**config.mk**
```make
export PLATFORM = sky130hd
export DESIGN_NAME = tile_array_writer
export DESIGN_NICKNAME = d
export VERILOG_FILES = /design/src/rtl/tile_array_writer.sv
export SDC_FILE = /design/constraint.sdc
export NUM_CORES = 1
export LEC_CHECK = 0
export ABC_CLOCK_PERIOD_IN_PS = 7200
export BUFFER_PORTS_ARGS = -buffer_cell sky130_fd_sc_hd__buf_2
export CAP_MARGIN = 15
export CORE_MARGIN = 4
export CORE_UTILIZATION = 52
export CTS_CLUSTER_SIZE = 25
export DETAILED_ROUTE_END_ITERATION = 8
export PLACE_DENSITY = 0.69
export SLEW_MARGIN = 20
export SYNTH_ARGS = -nofsm -noshare
export SYNTH_HDL_FRONTEND = slang
export SYNTH_SLANG_ARGS = --single-unit
export TNS_END_PERCENT = 5
```
**constraint.sdc**
```tcl
create_clock -name clk -period 7.2 [get_ports clk]
set_input_delay 0.72 -clock clk [delete_from_list [all_inputs] [get_ports clk]]
set_output_delay 0.72 -clock clk [all_outputs]
set_load 0.05 [all_outputs]
```
**src/rtl/tile_array_writer.sv**
```systemverilog
// Writable 8x8 tile map: 2-bit cells, req/ack single-cell writes,
// sequenced whole-map fill and a live collectible-tile count.
module tile_array_writer #(
  parameter logic [1:0] COLLECT_TYPE = 2'b01
) (
  input  logic       clk,
  input  logic       resetN,
  input  logic [2:0] Xnum,
  input  logic [2:0] Ynum,
  output logic [1:0] Tile_Type,
  input  logic       wr_req,
  input  logic [2:0] wr_X,
  input  logic [2:0] wr_Y,
  input  logic [1:0] wr_type,
  output logic       wr_ack,
  input  logic       fill_req,
  input  logic [1:0] fill_type,
  output logic       busy,
  output logic       fill_done,
  output logic [6:0] collect_cnt,
  output logic       all_clear
);

  typedef enum logic {
    IDLE = 1'b0,
    FILL = 1'b1
  } state_e;

  // Row 7, columns 0..5 hold type 01; everything else is 00.
  localparam logic [63:0][1:0] RST_MAP = {16'h0555, 112'h0};

  localparam logic [6:0] RST_CNT =
    (COLLECT_TYPE == 2'b01) ? 7'd6  :
    (COLLECT_TYPE == 2'b00) ? 7'd58 : 7'd0;

  state_e           state_q, state_d;
  logic [5:0]       addr_q, addr_d;
  logic [63:0][1:0] cells_q, cells_d;
  logic [6:0]       cnt_q, cnt_d;
  logic             ack_q, ack_d;
  logic             done_q, done_d;

  logic [5:0]       wr_idx;
  logic [1:0]       old_type;
  logic             inc, dec;

  assign wr_idx   = {wr_Y, wr_X};
  assign old_type = cells_q[wr_idx];
  assign inc = (old_type != COLLECT_TYPE) &&
               (wr_type == COLLECT_TYPE);
  assign dec = (old_type == COLLECT_TYPE) &&
               (wr_type != COLLECT_TYPE);

  // State, map, count and pulse registers.
  always_ff @(posedge clk or negedge resetN) begin
    if (!resetN) begin
      state_q <= IDLE;
      addr_q  <= '0;
      cells_q <= RST_MAP;
      cnt_q   <= RST_CNT;
      ack_q   <= 1'b0;
      done_q  <= 1'b0;
    end else begin
      state_q <= state_d;
      addr_q  <= addr_d;
      cells_q <= cells_d;
      cnt_q   <= cnt_d;
      ack_q   <= ack_d;
      done_q  <= done_d;
    end
  end

  // Next state and fill address sequencing.
  always_comb begin
    state_d = state_q;
    addr_d  = addr_q;
    unique case (state_q)
      IDLE: begin
        if (fill_req) begin
          state_d = FILL;
          addr_d  = '0;
        end
      end
      FILL: begin
        addr_d = addr_q + 6'd1;
        if (addr_q == 6'd63) begin
          state_d = IDLE;
        end
      end
      default: state_d = IDLE;
    endcase
  end

  // Cell writes, count update and pulse generation.
  always_comb begin
    cells_d = cells_q;
    cnt_d   = cnt_q;
    ack_d   = 1'b0;
    done_d  = 1'b0;
    unique case (state_q)
      IDLE: begin
        if (fill_req) begin
          cnt_d = '0;
        end else if (wr_req) begin
          cells_d[wr_idx] = wr_type;
          ack_d = 1'b1;
          unique case (1'b1)
            inc:     cnt_d = cnt_q + 7'd1;
            dec:     cnt_d = cnt_q - 7'd1;
            default: cnt_d = cnt_q;
          endcase
        end
      end
      FILL: begin
        cells_d[addr_q] = fill_type;
        if (fill_type == COLLECT_TYPE) begin
          cnt_d = cnt_q + 7'd1;
        end
        if (addr_q == 6'd63) begin
          done_d = 1'b1;
        end
      end
      default: begin
        cnt_d = cnt_q;
      end
    endcase
  end

  assign Tile_Type   = cells_q[{Ynum, Xnum}];
  assign busy        = (state_q == FILL);
  assign wr_ack      = ack_q;
  assign fill_done   = done_q;
  assign collect_cnt = cnt_q;
  assign all_clear   = (cnt_q == 7'd0) && !busy;

endmodule

```
==> out/results.ini <==
[timing]
final-hold-violation-count=0
fmax_mhz=232
setup_viol=0
fin_crit_sh_pct=59.9
finalWorstSetupSlack_ns=2.88
rsz0062_at_grt=no
slew_violations=0
setup_tns_ns=0
fin_crit_ns=4.32
worst_pin_slew_ns=1.19
relSlewSlack_pct=19.9
skew_ns=0.00721

[floorplanning]
coreArea_um2=18700
dieArea_um2=21200
rows=50
fp.dieW_um=146
initial_core_util_pct=52.7
dieHeight_um=146
num_io_pins=33

[layout]
drive_gt1_share_pct=14.9
fillCellCount=1597
multi_input_area_um2=5840
regArea_um2=3610
nets=1017
syn_to_final_growth_pct=9.51
diodes=0

[worst_setup_path]
crit_path_end_kind=register
crit_arrival_ns=4.64
path_class=primary input to register
cp_max_fo=26
startpoint_type=primary input
worstPathRequired_ns=7.52

[yosys]
yosys-top-cells-count=155 x nand2_1, 136 x dfrtp_1, 126 x o21a_1, 120 x o221ai_1, 75 x o22ai_1
syn_inst=1015
synth-seq-cells=144
synth_flop_cell=dfrtp_1
yosysSeqAreaShare_pct=36.7
synth_edf_count=0
synth_cell_types=62
ys_top_cells_by_area=dfrtp_1 35%, o221ai_1 11%, mux4_2 10%, o21a_1 9.6%, nand2_1 5.9%
synth_nets=1039
yosysTopAreaCell=dfrtp_1
yosysMostFrequentCell=nand2_1
syn_avg_cell_area_um2=9.71
ys_warn_count=0
yosysTopAreaCellShare_pct=34.5
ys_async_sr_fraction_pct=100
syn_area_um2=9860

[clock_network]
insertion_delay_ns=0.44
cts_root_buf=clkbuf_16
numCtsBuffers=17
htreeDepth=4
cts_tree=built
ctsLongestPathBuffers=2
clock-sinks=144
clk_pin_slew_ns=0.06
cts_setup_buffers=0
postCtsHoldBufs=0
cts_resized=0

[grt]
track_usage_pct=31.7
globalRouteOverflowTotal=0
grt_pass1_wl_mm=52.6
grt_max_degree=83
antenna_found_initial=1
first_global_vias=8734

[drt]
wl_per_cell_um=27.6
drt_iter0_markers=1525
ant_nets=0
vias=9457
drtPass1Iterations=7
viasPerCell=7.63
drc=0
wl_mm=34.2

[outcome]
status=finished clean

[min_path]
min_path_type=primary input to asynchronous set/reset pin

[placement]
place_congestion=0.969
dp_hpwl_mm=21.6
dp_slack_ns=2.54
io_buffers=32

[run]
max_cap_violations=0

[power_and_ir_drop]
power_density_nw_per_um2=395
ir_drop_v=0.000235
total_power_mw=4.26
p_leak_nw=3.87

[power by group]
part / internal, mW / switching (mW) / total [mW]
clock network: 0.694 / 0.375 / 1.07
logic: 0.707 / 0.799 / 1.51
registers: 1.20 / 0.486 / 1.68
total: 2.60 / 1.66 / 4.26
[worst paths after layout]
path / startpoint / end / slack [ns] / depth (start not counted)
worst min-delay path: resetN / cells_q[24]$_DFFE_PN0P_ / 0.32 / 1
max in group asynchronous: resetN / cells_q[126]$_DFFE_PN0P_ / 5.56 / 2
min in group clk: cells_q[22]$_DFFE_PN0P_ / cells_q[22]$_DFFE_PN0P_ / 0.52 / 1
worst max-delay path: wr_X[2] / collect_cnt[6]$_DFFE_PN0P_ / 2.88 / 11
worst max register to register: cells_q[1]$_DFFE_PN0P_ / collect_cnt[6]$_DFFE_PN0P_ / 3.57 / 9
worst min register to register: cells_q[22]$_DFFE_PN0P_ / cells_q[22]$_DFFE_PN0P_ / 0.52 / 1
[cell type report]
cell class                      instances  share of cell area [%]
Clock buffer                           18                    4.07
Timing Repair Buffer                   48                    2.65
Tap cell                              234                    2.71
Clock inverter                         14                    2.41
Inverter                               17                   0.591
Sequential cell                       144                    33.5
Multi-Input combinational cell        765                    54.1
[worst max-delay path: stages]
cell	delay (ns)
buf_2	0.49
buf_4	0.47
mux2i_1	0.24
o22a_1	0.14
o21ai_1	0.07
a2111o_1	0.41
or4_4	0.48
nor3_2	0.65
o41a_1	0.54
o21ai_1	0.13
a22o_1	0.26
[sequential cells by signal (all words and copies together) (netlist names)]
name	cells
addr_q	6
busy	1
cells_q	128
fill_done	1
wr_ack	1
collect_cnt	7
[layout by cell type, fill, tap and decap left out, drive strengths merged, types with 3 or more instances in the layout]
cell type / n
buf: 48
mux4: 44
dfrtp: 136
o32ai: 5
o31a: 3
a221oi: 20
clkbuf: 18
dfstp: 8
a22o: 4
a21oi: 7
nor3b: 6
o21ai: 21
mux2i: 32
o211ai: 3
clkinvlp: 3
o2111ai: 4
nand2: 155
ha: 4
o22ai: 75
o21a: 126
nor4: 4
nor2b: 8
a32o: 5
inv: 18
o221ai: 120
bufinv: 7
nor3: 10
and2: 5
nand3: 14
xnor2: 4
nand2b: 4
and3: 6
clkinv: 3
o22a: 9
nor2: 38
[stage by stage]
stage	area [um2]	cells	utilization, %	hold WS, ns
2_1_floorplan	9860	1015	-	0.424
3_3_place_gp	10100	1208	54.0	0.499
3_5_place_dp	10100	1208	54.0	0.503
4_1_cts	10800	1240	57.7	0.362
5_1_grt	10800	1240	57.7	0.401
6_report	10800	1240	57.7	0.322
[metal layers]
metal | GRT usage, % | routed length, um | vias up
li1 | - | - | 4039
met2 | 47.4 | 15200 | 674
met1 | 44.1 | 13300 | 4636
met5 | 0 | 13 | -
met3 | 8.47 | 4370 | 106
met4 | 12.6 | 1360 | 2
[cells by family (layout without fill, tap and decap cells)]
family	after synthesis	after routing	synth area share, %
compound gates	417	417	32.7
xor+xnor	6	6	0.533
fa+ha+maj	4	4	0.508
buf+inv	106	97	4.57
flops	144	144	36.7
mux	77	77	13.4
simple gates	261	261	11.7
(Power assumes the default switching activity.)
